[src/rtl/affine_tap_accum_if.sv]
// Tap-product stream in, filtered-pixel stream out, plus the framing-error pulse.
interface affine_tap_accum_if #(
  parameter int PROD_W = 15,
  parameter int OUT_W  = 8
);
  logic                     in_valid;
  logic                     in_ready;
  logic signed [PROD_W-1:0] in_prod;
  logic                     in_last;
  logic                     out_valid;
  logic                     out_ready;
  logic signed [OUT_W-1:0]  out_pix;
  logic                     err;

  modport master (
    output in_valid, in_prod, in_last, out_ready,
    input  in_ready, out_valid, out_pix, err
  );

  modport slave (
    input  in_valid, in_prod, in_last, out_ready,
    output in_ready, out_valid, out_pix, err
  );
endinterface

[src/rtl/affine_tap_accum.sv]
// Sums NTAPS signed tap products per sample, rounds, shifts by SHIFT and
// saturates into a one-entry output register with valid/ready handoff.
module affine_tap_accum #(
  parameter int PROD_W = 15,
  parameter int NTAPS  = 6,
  parameter int SHIFT  = 6,
  parameter int OUT_W  = 8
) (
  input  logic               clk,
  input  logic               rst,
  affine_tap_accum_if.slave  bus
);
  localparam int ACC_W = PROD_W + 3;
  localparam int CNT_W = (NTAPS > 1) ? $clog2(NTAPS) : 1;
  localparam logic [CNT_W-1:0]    LAST_T = CNT_W'(NTAPS - 1);
  localparam logic signed [ACC_W:0] RND  = (ACC_W+1)'(2**(SHIFT-1));
  localparam logic signed [ACC_W:0] PMAX = (ACC_W+1)'(2**(OUT_W-1) - 1);
  localparam logic signed [ACC_W:0] NMIN = (ACC_W+1)'(-(2**(OUT_W-1)));

  // Round half up, then floor via arithmetic shift; one guard bit absorbs RND.
  function automatic logic signed [ACC_W:0] round_shift(input logic signed [ACC_W-1:0] s);
    logic signed [ACC_W:0] t;
    t = (ACC_W+1)'(s) + RND;
    return t >>> SHIFT;
  endfunction

  function automatic logic signed [OUT_W-1:0] saturate(input logic signed [ACC_W:0] r);
    logic signed [ACC_W:0] c;
    if (r > PMAX)      c = PMAX;
    else if (r < NMIN) c = NMIN;
    else               c = r;
    return c[OUT_W-1:0];
  endfunction

  logic [CNT_W-1:0]        tcnt;
  logic signed [ACC_W-1:0] acc_p0;
  logic signed [ACC_W-1:0] prod_x;
  logic signed [ACC_W-1:0] sum_p0;
  logic signed [OUT_W-1:0] out_pix_p1;
  logic                    vld_p1;
  logic                    err_p1;
  logic                    is_final, xfer, hand, load, frame_err, ready;

  assign prod_x    = ACC_W'(bus.in_prod);
  assign sum_p0    = acc_p0 + prod_x;
  assign is_final  = (tcnt == LAST_T);
  // Only the final tap can stall: it needs the output register free or draining.
  assign ready     = !(is_final && vld_p1 && !bus.out_ready);
  assign xfer      = bus.in_valid && ready;
  assign hand      = vld_p1 && bus.out_ready;
  assign load      = xfer && is_final && bus.in_last;
  assign frame_err = xfer && (bus.in_last != is_final);

  // Stage p0: tap accumulation and framing
  always_ff @(posedge clk or posedge rst) begin
    if (rst) begin
      tcnt   <= '0;
      acc_p0 <= '0;
      err_p1 <= 1'b0;
    end else begin
      err_p1 <= frame_err;
      if (frame_err || load) begin
        tcnt   <= '0;
        acc_p0 <= '0;
      end else if (xfer) begin
        tcnt   <= tcnt + CNT_W'(1);
        acc_p0 <= (tcnt == '0) ? prod_x : sum_p0;
      end
    end
  end

  // Stage p1: normalised output register
  always_ff @(posedge clk or posedge rst) begin
    if (rst) begin
      out_pix_p1 <= '0;
      vld_p1     <= 1'b0;
    end else if (load) begin
      out_pix_p1 <= saturate(round_shift(sum_p0));
      vld_p1     <= 1'b1;
    end else if (hand) begin
      vld_p1     <= 1'b0;
    end
  end

  assign bus.in_ready  = ready;
  assign bus.out_valid = vld_p1;
  assign bus.out_pix   = out_pix_p1;
  assign bus.err       = err_p1;
endmodule

[src/flat_wrapper.sv]
// flat-port wrapper written by rule: the top's interface ports become plain ports
module affine_tap_accum_flat 
#(
  parameter int PROD_W = 15,
  parameter int NTAPS  = 6,
  parameter int SHIFT  = 6,
  parameter int OUT_W  = 8
)
  (clk, rst, bus_in_valid, bus_in_prod, bus_in_last, bus_out_ready, bus_in_ready, bus_out_valid, bus_out_pix, bus_err);
  affine_tap_accum_if #(.PROD_W(PROD_W), .OUT_W(OUT_W)) bus_i ();
  input  logic clk;
  input  logic rst;
  input wire logic [$bits(bus_i.in_valid)-1:0] bus_in_valid;
  input wire logic [$bits(bus_i.in_prod)-1:0] bus_in_prod;
  input wire logic [$bits(bus_i.in_last)-1:0] bus_in_last;
  input wire logic [$bits(bus_i.out_ready)-1:0] bus_out_ready;
  output wire logic [$bits(bus_i.in_ready)-1:0] bus_in_ready;
  output wire logic [$bits(bus_i.out_valid)-1:0] bus_out_valid;
  output wire logic [$bits(bus_i.out_pix)-1:0] bus_out_pix;
  output wire logic [$bits(bus_i.err)-1:0] bus_err;
  assign bus_i.in_valid = bus_in_valid;
  assign bus_i.in_prod = bus_in_prod;
  assign bus_i.in_last = bus_in_last;
  assign bus_i.out_ready = bus_out_ready;
  assign bus_in_ready = bus_i.in_ready;
  assign bus_out_valid = bus_i.out_valid;
  assign bus_out_pix = bus_i.out_pix;
  assign bus_err = bus_i.err;
  affine_tap_accum #(.PROD_W(PROD_W), .NTAPS(NTAPS), .SHIFT(SHIFT), .OUT_W(OUT_W)) u_core (.clk(clk), .rst(rst), .bus(bus_i));
endmodule
[config.mk]
export PLATFORM = sky130hd
export DESIGN_NAME = affine_tap_accum_flat
export DESIGN_NICKNAME = d
export VERILOG_FILES = /design/src/rtl/affine_tap_accum_if.sv /design/src/rtl/affine_tap_accum.sv /design/src/flat_wrapper.sv
export SDC_FILE = /design/constraint.sdc
export NUM_CORES = 1
export LEC_CHECK = 0
export CORE_MARGIN = 2
export CORE_UTILIZATION = 62
export DETAILED_ROUTE_END_ITERATION = 8
export PLACE_DENSITY = 0.86
export SYNTH_ARGS = -nofsm -noshare
export SYNTH_HDL_FRONTEND = slang
export SYNTH_SLANG_ARGS = --single-unit
export TNS_END_PERCENT = 20
[constraint.sdc]
create_clock -name clk -period 10.15 [get_ports clk]
set_input_delay 1.5225 -clock clk [delete_from_list [all_inputs] [get_ports clk]]
set_output_delay 1.5225 -clock clk [all_outputs]
set_load 0.01 [all_outputs]
; ---- Word level (Yosys, flattened, before mapping)
; Cells that the tools add are included.
[op_classes]
div = 0
n_lt_le_gt_ge = 2
reduce_logical = 13
muxes = 9
n_mul = 0
add_sub_neg = 3
shift = 0
eq_ne = 2
bitwise_logic = 0
[op_table]
columns = cell, count
row1 = 18-bit 2-to-1 mux, 3
row2 = "18-bit by 7-bit adder with 19-bit output, second input constant", 1
row3 = 18-bit by 15-bit adder with 18-bit output, 1
row4 = 8-bit 2-to-1 mux, 2
row5 = "13-bit by 8-bit > comparator with 1-bit output, second input constant", 1
row6 = "13-bit by 8-bit < comparator with 1-bit output, second input constant", 1
row7 = 1-bit logical AND, 7
row8 = 3-bit 2-to-1 mux, 2
row9 = 2-bit nonzero test, 2
row10 = "3-bit by 1-bit adder with 3-bit output, second input constant", 1
row11 = "3-bit == test, second input constant", 1
row12 = 3-bit logical NOT, 1
row13 = 1-bit logical NOT, 2
row14 = 1-bit 2-to-1 mux, 2
row15 = 1-bit logical OR, 1
row16 = 1-bit inequality test, 1
[word_totals]
elab_cells = 34
in_bits = 20
latch_bits = 0
regBits = 31
mem_bits_rw = 0
out_inout_bits = 11
rom_bits = 0
memories = 0

; ---- Longest topological paths before layout
; Gate-level depths: netlist (run 1).
[depth]
word_depth = 9
mapped_depth = 14
mapped_depth_nobuf = 14

; ---- Worst setup path after synthesis (run 1)
; Ideal clock, no wire load.
[synth_path]
path_type = input -> register
startpoint = input bus_in_prod[0]
endpoint = register u_core.out_pix_p1[0] (netlist: u_core.bus.out_pix[0])
arrival_ps = 4313
n_path_buf = 0
setup_time_ps = 87
required_time_ps = 10063
setup_slack_ps = 5750
cell_stages = 11
path_cell_list = ha_1 fa_1 a211oi_4 o211ai_2 and3_4 a2111oi_2 nand2_2 nor4_4 a2bb2oi_1 a311o_2 o211ai_1
[synth_via]
elab_chain_len = 5
word_cells_on_any_way = 6
cone_classes = add/sub (2) / order compare (2) / mux (2)
[synth_rtl]
columns = element, line_no
row1 = from (decl), flat_wrapper.sv:14  ; input wire logic [$bits(bus_i.in_prod)-1:0] bus_in_prod;
row2 = 18-bit by 15-bit adder with 18-bit output (*), affine_tap_accum.sv:45  ; assign sum_p0 = acc_p0 + prod_x;
row3 = 18-bit by 7-bit adder with 19-bit output (*), affine_tap_accum.sv:23  ; t = (ACC_W+1)'(s) + RND;
row4 = 13-bit by 8-bit < comparator with 1-bit output, affine_tap_accum.sv:30  ; else if (r < NMIN) c = NMIN;
row5 = 8-bit 2-to-1 mux, affine_tap_accum.sv:30
row6 = 8-bit 2-to-1 mux (*), affine_tap_accum.sv:29  ; if (r > PMAX) c = PMAX;
row7 = to (signal assigned), affine_tap_accum.sv:78  ; out_pix_p1 <= saturate(round_shift(sum_p0));
row8 = to (decl), affine_tap_accum.sv:39  ; logic signed [OUT_W-1:0] out_pix_p1;
; Mark *: on every way between the ends. The rest lies on a longest branch, timed or not.
; A chain may end at the register's enable or synchronous reset.

; ---- Final worst setup path (run 1)
[layout_path]
startpoint = input bus_in_prod[0]
endpoint = register u_core.out_pix_p1[4] (netlist: u_core.bus.out_pix[4])
; Same word-level chain as after synthesis.

==> flow_summary_export.csv, run 1 <==
group,metric,value,unit
outcome,outcome,"completed",
power_and_ir_drop,p_seq_frac,0.239,
clock_tree,htreeDepth,2,
synth,yosys_warnings,0,
clock_tree,clock-sinks,31,
detailed_routing,drc,0,
placement,dpl_cell_area,0.003232,mm²
sta,drv_slew,0,
die,die_area,0.005339,mm²
sta,period_needed,5.007,ns
cells_and_area,syn2layout_area_growth,12.77,%
sta,period_share,0.4933,
detailed_routing,drtIter0Drc,297,
worst_setup_path,r2r-end,"u_core.bus.out_pix[4]",
clock_tree,hold_buffers,0,
worst_setup_path,rrSetupSlack,6.44,ns
synth,syn_inst,342,
sta,worstMarginPinSlew,1.157,ns
clock_tree,cts_buffer_depth,2,
power_and_ir_drop,comb_power_share,0.605,
global_route,gr-total-overflow,0,
synth,synth_compound_area_frac,0.2703,
synth,synth_top_family_by_area,"compound AO/OA/AOI/OAI gates",
detailed_routing,routed_wl,7.158,mm
worst_setup_path,cp-end-kind,"register",
global_route,grt_pass1_wl,12.00,mm
sta,max-slew-margin-rel,0.2269,
sta,setup_viol,0,
cells_and_area,n_antenna_cell,0,
detailed_routing,postRouteAntennaNets,0,
synth,synth_edf_count,0,
synth,synth_cell_type_count,71,
worst_setup_path,critical_path_arrival,5.22,ns
synth,async_flop_share,1.000,
cells_and_area,final_common_cell,"nand2_1",
global_route,grt_pass1_vias,2553,
placement,dpl.hpwl,5.121,mm
detailed_routing,via_per_inst,6.482,
worst_setup_path,r2r_start,"u_core.acc_p0[0]",
synth,synthSimpleGateAreaFrac,0.2132,
power_and_ir_drop,peakVddDrop,0.1231,mV
worst_hold_path,hold_start,"u_core.bus.out_pix[7]",
global_route,antenna_found_initial,0,
sta,rsz0062_at_grt,"false",
worst_setup_path,ff2ff_path_depth,11,
cells_and_area,final_area,0.003336,mm²
cells_and_area,drive_above_1_share,0.1047,
global_route,grt_use_total,0.2887,
synth,synth_nets,384,
global_route,grt_max_degree,32,
die,coreArea,0.004661,mm²
cells_and_area,fin_nets,404,
flow_run,drv_cap,0,
synth,synth_area,0.002958,mm²
power_and_ir_drop,p_sw_frac,0.4574,
synth,yosys.area_share.xor_xnor,0.06810,
worst_setup_path,crit_type,"input port to register",
power_and_ir_drop,powerDensity,218.8,mW/mm²
worst_setup_path,crit_fanout,7,
detailed_routing,wl_per_cell,17.17,µm
clock_tree,cts.clk_slew.worst_paths,0.07,ns
power_and_ir_drop,power.switching,0.0003339,W
synth,synth_seq_area_share,0.2623,
sta,finalHoldViolCount,0,
clock_tree,post_cts.repair.setup_buffers,0,
clock_tree,numCtsBuffers,5,
cells_and_area,postLayoutCoreUtil,0.7157,
worst_hold_path,hold_depth,2,
die,dieWidth,73.07,µm
sta,finClkSkew,0.002979,ns
die,ioPinCount,31,
clock_tree,insertion_delay,0.30,ns
clock_tree,cts_tree,"built",
synth,yosys_most_used_dff,"dfrtp_1",
power_and_ir_drop,clkPwrFrac,0.156,
worst_setup_path,start_kind,"input port",
die,start_util,0.6346,
placement,portBuffers,30,
detailed_routing,dr_total_vias,2703,
die,die_h,73.07,µm
synth,syn_avg_cell_area,8.649,µm²
synth,synth_mux_area_frac,0.04103,
synth,ys_ff_latch,31,
clock_tree,cts_resized,0,
die,row_count,25,
worst_hold_path,hold_path_end,"u_core.bus.out_pix[7]",
power_and_ir_drop,p_leak,1.409,nW
sta,max_freq,199.7,MHz
clock_tree,cts_root_buffer,"clkbuf_8",
detailed_routing,dr.pass1.iters,6,
power_and_ir_drop,internal_power,0.0003961,W
worst_setup_path,cp.required,10.36,ns
cells_and_area,final_cell_mix,"36 x nand2_1, 32 x a21oi_1, 31 x dfrtp_1",
synth,yosys.area_share.adder,0.09560,
placement,gp_congestion,0.9133,
worst_hold_path,hold_path.class,"register to register",
sta,tns,0,ns
cells by family after synthesis:
kind of cell	count (synthesis)
buffers and inverters	30
and+or+nand+nor	112
DFF	31
muxes	12
AOI/OAI and AO/OA	112
adders and majority gates	22
xor gates and xnor gates	23
worst max-delay path by stage:
stage / startpoint / endpoint / slack, ns / cells past startpoint
global placement: bus_in_prod[0] / u_core.bus.out_pix[5] / 5.13 / 12
finish: bus_in_prod[0] / u_core.bus.out_pix[4] / 5.14 / 12
detailed placement: bus_in_prod[0] / u_core.bus.out_pix[1] / 4.93 / 12
global route: bus_in_prod[0] / u_core.bus.out_pix[0] / 5.00 / 12
CTS: bus_in_prod[0] / u_core.bus.out_pix[1] / 5.17 / 12
floorplan: bus_in_prod[0] / u_core.bus.out_pix[0] / 5.75 / 11
per-stage QoR:
stage / setup WS, ns / hold slack, ns / power (W) / std cells
floorplan: 5.750 / 0.4538 / 0.0005037 / 342
detailed placement: 4.927 / 0.4729 / 0.0006067 / 409
global route: 4.995 / 0.5168 / 0.0007793 / 417
CTS: 5.169 / 0.4899 / 0.0007260 / 417
global placement: 5.127 / 0.4686 / 0.0005953 / 409
finish: 5.143 / 0.4848 / 0.0007300 / 417
power by group through the flow:
stage                     logic [W]  clock network (W)  registers (W)
after floorplan            0.000325                  0       0.000178
after global placement     0.000420                  0       0.000175
after detailed placement   0.000431                  0       0.000176
after CTS                  0.000436           0.000116       0.000174
after global routing       0.000481           0.000121       0.000178
final                      0.000442           0.000114       0.000174
Yosys cell counts, types with 2 or more instances:
| library cell | count | share of area |
|---|---|---|
| a2111oi_0 | 3 | 0.0089 |
| a211oi_1 | 4 | 0.010 |
| a21o_1 | 4 | 0.010 |
| a21oi_1 | 32 | 0.054 |
| a221o_1 | 2 | 0.0068 |
| a22o_2 | 2 | 0.0068 |
| a311oi_1 | 2 | 0.0059 |
| a31oi_1 | 2 | 0.0042 |
| a32oi_1 | 2 | 0.0059 |
| and2_1 | 3 | 0.0063 |
| and3_1 | 5 | 0.011 |
| and4_1 | 5 | 0.015 |
| buf_2 | 6 | 0.010 |
| buf_6 | 3 | 0.011 |
| clkbuf_1 | 8 | 0.010 |
| dfrtp_1 | 31 | 0.26 |
| ha_1 | 21 | 0.089 |
| inv_1 | 12 | 0.015 |
| mux2i_1 | 11 | 0.037 |
| nand2_1 | 36 | 0.046 |
| nand2_2 | 2 | 0.0042 |
| nand2b_1 | 2 | 0.0042 |
| nand3_1 | 7 | 0.012 |
| nand4_1 | 5 | 0.011 |
| nor2_1 | 21 | 0.027 |
| nor2b_1 | 4 | 0.0085 |
| nor3_1 | 3 | 0.0051 |
| nor3_2 | 3 | 0.010 |
| nor3b_1 | 2 | 0.0051 |
| o211ai_1 | 8 | 0.020 |
| o211ai_2 | 3 | 0.013 |
| o21ai_0 | 26 | 0.044 |
| o21ai_1 | 2 | 0.0034 |
| o21ai_2 | 2 | 0.0059 |
| xnor2_1 | 14 | 0.041 |
| xor2_1 | 9 | 0.027 |
worst max-delay path, cell delays in order:
cell and delay, ns:
clkdlybuf4s50_1 0.43, ha_1 0.26, fa_1 0.47, a211oi_4 0.34, o211ai_2 0.13, and3_4 0.19, a2111oi_2 0.76, nand2_2 0.14
nor4_4 0.26, a2bb2oi_1 0.15, a311o_2 0.44, o211ai_1 0.11
state kept, by name (all words and copies together) (netlist names):
signal,flops
u_core.bus.out_pix,8
u_core.bus.out_valid,1
u_core.bus.err,1
u_core.tcnt,3
u_core.acc_p0,18
cell type report:
class                   count  area (µm²)
clock buffers               7       96.34
flip-flops and latches     31       775.7
clock inverters             1       7.507
multi-input cells         281        2036
inverters                  12       45.04
repair buffers             31       307.8
fillers                   350        1325
well taps                  54       67.56
layer usage:
metal / routed length (µm) / track usage
met1: 3050 / 0.3822
met3: 444 / 0.05663
met2: 3538 / 0.4675
met5: 0 / 0
met4: 125 / 0.1029
No activity file was read; power rests on OpenSTA's default activity.
==> inputs of run 2 (changes only) <==
--- a/config.mk
+++ b/config.mk
@@ -6,9 +6,9 @@
 export NUM_CORES = 1
 export LEC_CHECK = 0
 export CORE_MARGIN = 2
-export CORE_UTILIZATION = 62
+export CORE_UTILIZATION = 58
 export DETAILED_ROUTE_END_ITERATION = 8
-export PLACE_DENSITY = 0.86
+export PLACE_DENSITY = 0.81
 export SYNTH_ARGS = -nofsm -noshare
 export SYNTH_HDL_FRONTEND = slang
 export SYNTH_SLANG_ARGS = --single-unit
==> constraint.sdc (replaced) <==
create_clock -name clk -period 5.2 [get_ports clk]
set_input_delay 0.78 -clock clk [delete_from_list [all_inputs] [get_ports clk]]
set_output_delay 0.78 -clock clk [all_outputs]
set_load 0.01 [all_outputs]
==> run 2 against run 1 <==
  * Flip-flop and latch count did not move
  * Critical path type unchanged
  * Critical endpoint unchanged
  * Register-to-register slack got worse by 4.9 ns
  * Clock power rose by 110%
==> flow_summary_export.csv, run 2 (synthesis results as in run 1) <==
group,metric,value,unit
outcome,outcome,"completed",
worst_setup_path,cpMaxStageDelayCell,"a2111oi_2",
worst_setup_path,crit_top_cell,"nor3_1",
sta,worstMarginPinSlew,0.8598,ns
clock_tree,numCtsBuffers,5,
placement,dpl_cell_area,0.003263,mm²
cells_and_area,final_common_cell,"nand2_1",
die,ioPinCount,31,
placement,dpl.hpwl,5.086,mm
cells_and_area,fin_nets,406,
sta,finClkSkew,0.002997,ns
clock_tree,clock-sinks,31,
detailed_routing,dr_wl_met3,409,µm
cells_and_area,final_cell_mix,"36 x nand2_1, 32 x a21oi_1, 31 x dfrtp_1",
detailed_routing,met1_length,3.241,mm
sta,finalHoldViolCount,0,
power_and_ir_drop,powerDensity,426.8,mW/mm²
clock_tree,cts_root_buffer,"clkbuf_8",
placement,gp_congestion,0.8958,
detailed_routing,wl_per_cell,16.65,µm
sta,tns,0,ns
global_route,grt_pass1_wl,11.77,mm
global_route,antenna_found_initial,0,
global_route,grt_pass1_vias,2565,
sta,setup_viol,0,
cells_and_area,final_area,0.003366,mm²
clock_tree,cts.clk_slew.worst_paths,0.07,ns
detailed_routing,dr.pass1.iters,5,
flow_run,drv_cap,0,
clock_tree,post_cts.repair.setup_buffers,0,
global_route,gr-total-overflow,0,
detailed_routing,dr_total_vias,2710,
cells_and_area,n_antenna_cell,0,
detailed_routing,postRouteAntennaNets,0,
die,coreArea,0.004817,mm²
sta,rsz0062_at_grt,"false",
clock_tree,insertion_delay,0.29,ns
die,die_area,0.005687,mm²
clock_tree,htreeDepth,2,
sta,max_freq,239.1,MHz
sta,drv_slew,0,
cells_and_area,largest_register_ffs,18,
die,start_util,0.6140,
worst_hold_path,hold_path.class,"register to register",
sta,period_share,0.8042,
die,dieWidth,75.41,µm
clock_tree,hold_buffers,0,
power_and_ir_drop,peakVddDrop,0.2062,mV
clock_tree,cts_tree,"built",
detailed_routing,via_per_inst,6.288,
detailed_routing,drc,0,
worst_setup_path,cp-end-kind,"register",
cells_and_area,drive_above_1_share,0.1044,
sta,holdWs,0.4729,ns
detailed_routing,drtIter0Drc,199,
cells_and_area,top_register,"u_core.acc_p0",
global_route,grt_max_degree,32,
worst_setup_path,start_kind,"input port",
clock_tree,cts_buffer_depth,2,
sta,period_needed,4.182,ns
detailed_routing,top_layer_used,"met4",
worst_setup_path,crit_type,"input port to register",
worst_setup_path,path_cells,"clkdlybuf4s50_1 > ha_1 > fa_1 > a211oi_4 > o211ai_2 > and3_4 > a2111oi_2 > nand3_1 > nor3_1 > nor3_1 > a311o_2 > o211ai_1",
cells_and_area,num-fill-cells,404,
placement,portBuffers,30,
die,die_h,75.41,µm
worst_setup_path,crit_fanout,7,
worst_setup_path,cp.required,5.41,ns
power_and_ir_drop,p_leak,1.419,nW
detailed_routing,routed_wl,7.178,mm
die,row_count,25,
sta,max-slew-margin-rel,0.4257,
clock_tree,cts_resized,0,
detailed_routing,wl_met2,3.383,mm
worst_setup_path,cpPeakStageDelay,0.74,ns
cells_and_area,syn2layout_area_growth,13.79,%
global_route,grt_use_total,0.2727,
worst_setup_path,critical_path_arrival,4.39,ns
run 2: final timing paths:
path	start	slack (ns)	cells past startpoint	end
worst max-delay path	bus_in_prod[0]	1.02	12	u_core.bus.out_pix[4]
worst max register to register	u_core.acc_p0[0]	1.57	11	u_core.bus.out_pix[4]
worst min register to register	u_core.bus.out_pix[7]	0.47	2	u_core.bus.out_pix[7]
worst min-delay path	u_core.bus.out_pix[7]	0.47	2	u_core.bus.out_pix[7]
min in group asynchronous	rst	0.88	3	u_core.tcnt[1]
max in group asynchronous	rst	4.01	3	u_core.acc_p0[13]
run 2: where the power goes:
| group | switching [W] | internal, W |
|---|---|---|
| logic | 0.000504 | 0.000354 |
| registers | 0.0000387 | 0.000301 |
| clock network | 0.0000979 | 0.000140 |
| total | 0.000641 | 0.000795 |
run 2: metal layers:
metal,track usage,vias up
met4,0.09162,0
met1,0.3530,1295
li1,-,1312
met3,0.05820,12
met5,0,-
met2,0.4541,91
run 2: worst max-delay path: cells and delay by family:
kind / cells / cell delay (ns)
and+or+nand+nor: 4 / 0.73
buffers and inverters: 1 / 0.42
AOI/OAI and AO/OA: 5 / 1.73
adders and majority gates: 2 / 0.74
run 2: stage by stage:
step                      cells  power [W]    util  setup slack (ns)
after floorplan             342  0.0009832       -             1.542
after global placement      424   0.001167  0.6774            0.9102
after detailed placement    424   0.001184  0.6774            0.7570
after CTS                   431   0.001426  0.6987             1.051
after global routing        431   0.001537  0.6987            0.7326
final                       431   0.001436  0.6987             1.018
run 2: final cells by class:
| type | instances | area, µm² | area share |
|---|---|---|---|
| inverters | 12 | 45.04 | 0.01338 |
| multi-input cells | 281 | 2036 | 0.6048 |
| well taps | 67 | 83.83 | 0.02491 |
| repair buffers | 33 | 322.8 | 0.09591 |
| clock buffers | 6 | 72.57 | 0.02156 |
| clock inverters | 1 | 30.03 | 0.008922 |
| flip-flops and latches | 31 | 775.7 | 0.2305 |
==> inputs of run 3 (changes only) <==
==> constraint.sdc (replaced) <==
create_clock -name clk -period 4.3 [get_ports clk]
set_input_delay 0.645 -clock clk [delete_from_list [all_inputs] [get_ports clk]]
set_output_delay 0.645 -clock clk [all_outputs]
set_load 0.01 [all_outputs]
==> run 3 against run 2 <==
  * Non-clock buffer count is 3 higher
  * Worst hold slack gained 0.021 ns
  * Die area did not move
  * Clock skew fell by 0.0010 ns
  * Flip-flop and latch count is the same
  * Sequential share of layout area decreased by 0.15 points
  * Sequential power increased by 22%
  * Clock power rose by 20%
  * Total power up 24%
  * Final cell count is 0.70% higher
  * Critical endpoint is now u_core.bus.out_pix[1]
  * Largest cell class unchanged
==> flow_summary_export.csv, run 3 (synthesis results as in run 1) <==
group,metric,value,unit
outcome,outcome,"completed",
die,die_area,0.005687,mm²
clock_tree,clock-sinks,31,
cells_and_area,fin_nets,409,
detailed_routing,drtIter0Drc,283,
cells_and_area,finalNonFillerCells,434,
worst_setup_path,start_kind,"input port",
global_route,grt_max_degree,25,
cells_and_area,drive_above_1_share,0.1117,
worst_setup_path,cp_num_buf_inv,3,
clock_tree,cts_root_buffer,"clkbuf_8",
detailed_routing,wl_per_cell,17.88,µm
detailed_routing,dr_total_vias,2795,
sta,tns,0,ns
clock_tree,cts_resized,0,
cells_and_area,postLayoutCoreUtil,0.7034,
clock_tree,post_cts.repair.setup_buffers,0,
power_and_ir_drop,peakVddDrop,0.2792,mV
die,row_count,25,
global_route,antenna_found_initial,0,
sta,finClkSkew,0.002000,ns
detailed_routing,postRouteAntennaNets,0,
sta,setup_ws,0.2776,ns
worst_setup_path,critical_path_arrival,4.22,ns
clock_tree,hold_buffers,0,
sta,max-slew-margin-rel,0.2518,
clock_tree,cts_tree,"built",
global_route,grt_pass1_wl,12.83,mm
worst_setup_path,path_cells,"clkdlybuf4s50_1 > ha_1 > fa_1 > a211oi_4 > o21ai_2 > xnor2_1 > inv_1 > ha_1 > inv_1 > nor3_2 > nand4_1 > mux2_1 > a31oi_1 > o21bai_2 > o211ai_1",
worst_setup_path,cpMaxStageDelayCell,"fa_1",
flow_run,drv_cap,0,
cells_and_area,final_cell_mix,"36 x nand2_1, 32 x a21oi_1, 31 x dfrtp_1",
detailed_routing,drc,0,
cells_and_area,final_common_cell,"nand2_1",
clock_tree,htreeDepth,2,
placement,pre_cts_ws,0.02486,ns
die,coreArea,0.004817,mm²
power_and_ir_drop,p_leak,1.433,nW
placement,portBuffers,30,
die,ioPinCount,31,
sta,worstMarginPinSlew,1.120,ns
worst_setup_path,cpPeakStageDelay,0.47,ns
clock_tree,cts.clk_slew.worst_paths,0.07,ns
worst_setup_path,cp.required,4.49,ns
detailed_routing,routed_wl,7.758,mm
die,start_util,0.6140,
worst_hold_path,hold_path.class,"register to register",
sta,period_share,0.9354,
sta,drv_slew,0,
cells_and_area,largest_register_ffs,18,
power_and_ir_drop,powerDensity,525.2,mW/mm²
sta,setup_viol,0,
clock_tree,cts_buffer_depth,2,
cells_and_area,top_register,"u_core.acc_p0",
sta,finalHoldViolCount,0,
clock_tree,numCtsBuffers,5,
cells_and_area,syn2layout_area_growth,14.55,%
sta,period_needed,4.022,ns
placement,dpl.hpwl,5.699,mm
sta,rsz0062_at_grt,"false",
global_route,grt_pass1_vias,2703,
detailed_routing,via_per_inst,6.440,
placement,gp_congestion,0.9522,
global_route,grt_use_total,0.2999,
worst_setup_path,cp-end-kind,"register",
worst_setup_path,crit_fanout,7,
worst_setup_path,crit_family,"compound AO/OA/AOI/OAI gates",
worst_setup_path,crit_type,"input port to register",
global_route,gr-total-overflow,0,
cells_and_area,n_antenna_cell,0,
detailed_routing,dr.pass1.iters,6,
sta,max_freq,248.6,MHz
clock_tree,insertion_delay,0.28,ns
die,dieWidth,75.41,µm
die,die_h,75.41,µm
placement,post-place-cells,427,
-- run 3: cell types whose count changed in the layout (fill, tap and decap cells not counted) --
cell   delta
buf_4     +3
-- run 3: report_power, final --
group | internal [W] | total (W) | switching (W) | leakage (nW)
sequential | 0.000364 | 0.000416 | 0.0000517 | 0.408
clock | 0.000170 | 0.000285 | 0.000116 | 0.0513
combinational | 0.000444 | 0.00108 | 0.000634 | 0.974
total | 0.000978 | 0.00178 | 0.000801 | 1.43
-- run 3: metrics by stage --
| stage | instance area, µm² | power, W | hold slack, ns |
|---|---|---|---|
| 2_1_floorplan | 2958 | 0.001189 | 0.4538 |
| 3_3_place_gp | 3286 | 0.001442 | 0.4677 |
| 3_5_place_dp | 3286 | 0.001476 | 0.4798 |
| 4_1_cts | 3388 | 0.001768 | 0.4946 |
| 5_1_grt | 3388 | 0.001906 | 0.5282 |
| 6_report | 3388 | 0.001779 | 0.4935 |
-- run 3: path summary, 6_finish.rpt --
| kind | from | end | slack [ns] | cells past startpoint |
|---|---|---|---|---|
| max in group asynchronous | rst | u_core.acc_p0[12] | 2.72 | 3 |
| hold / removal | u_core.acc_p0[0] | u_core.acc_p0[0] | 0.49 | 2 |
| setup reg to reg | u_core.acc_p0[0] | u_core.bus.out_pix[1] | 0.71 | 14 |
| hold reg to reg | u_core.acc_p0[0] | u_core.acc_p0[0] | 0.49 | 2 |
| setup / recovery | bus_in_prod[0] | u_core.bus.out_pix[1] | 0.28 | 15 |
| min in group asynchronous | rst | u_core.bus.err | 0.89 | 2 |
-- run 3: worst min-delay path: cells and delay by family, from the launching register on --
| family | cells | cell delay [ns] |
|---|---|---|
| and+or+nand+nor | 1 | 0.05 |
| DFF | 1 | 0.35 |
| AOI/OAI and AO/OA | 1 | 0.06 |
-- run 3: routing by layer --
metal,routed length [µm],vias up,global-route usage
met2,3737,129,0.4995
met1,3354,1325,0.3890
met5,0,-,0
li1,-,1318,-
met3,463,23,0.05026
met4,203,0,0.1170
-- run 3: cell type report --
cell class                      instances  area (µm²)
Multi-Input combinational cell        281        2036
Fill cell                             405        1429
Sequential cell                        31       775.7
Timing Repair Buffer                   36       345.3
Tap cell                               67       83.83
Clock buffer                            6       72.57
Inverter                               12       45.04
Clock inverter                          1       30.03
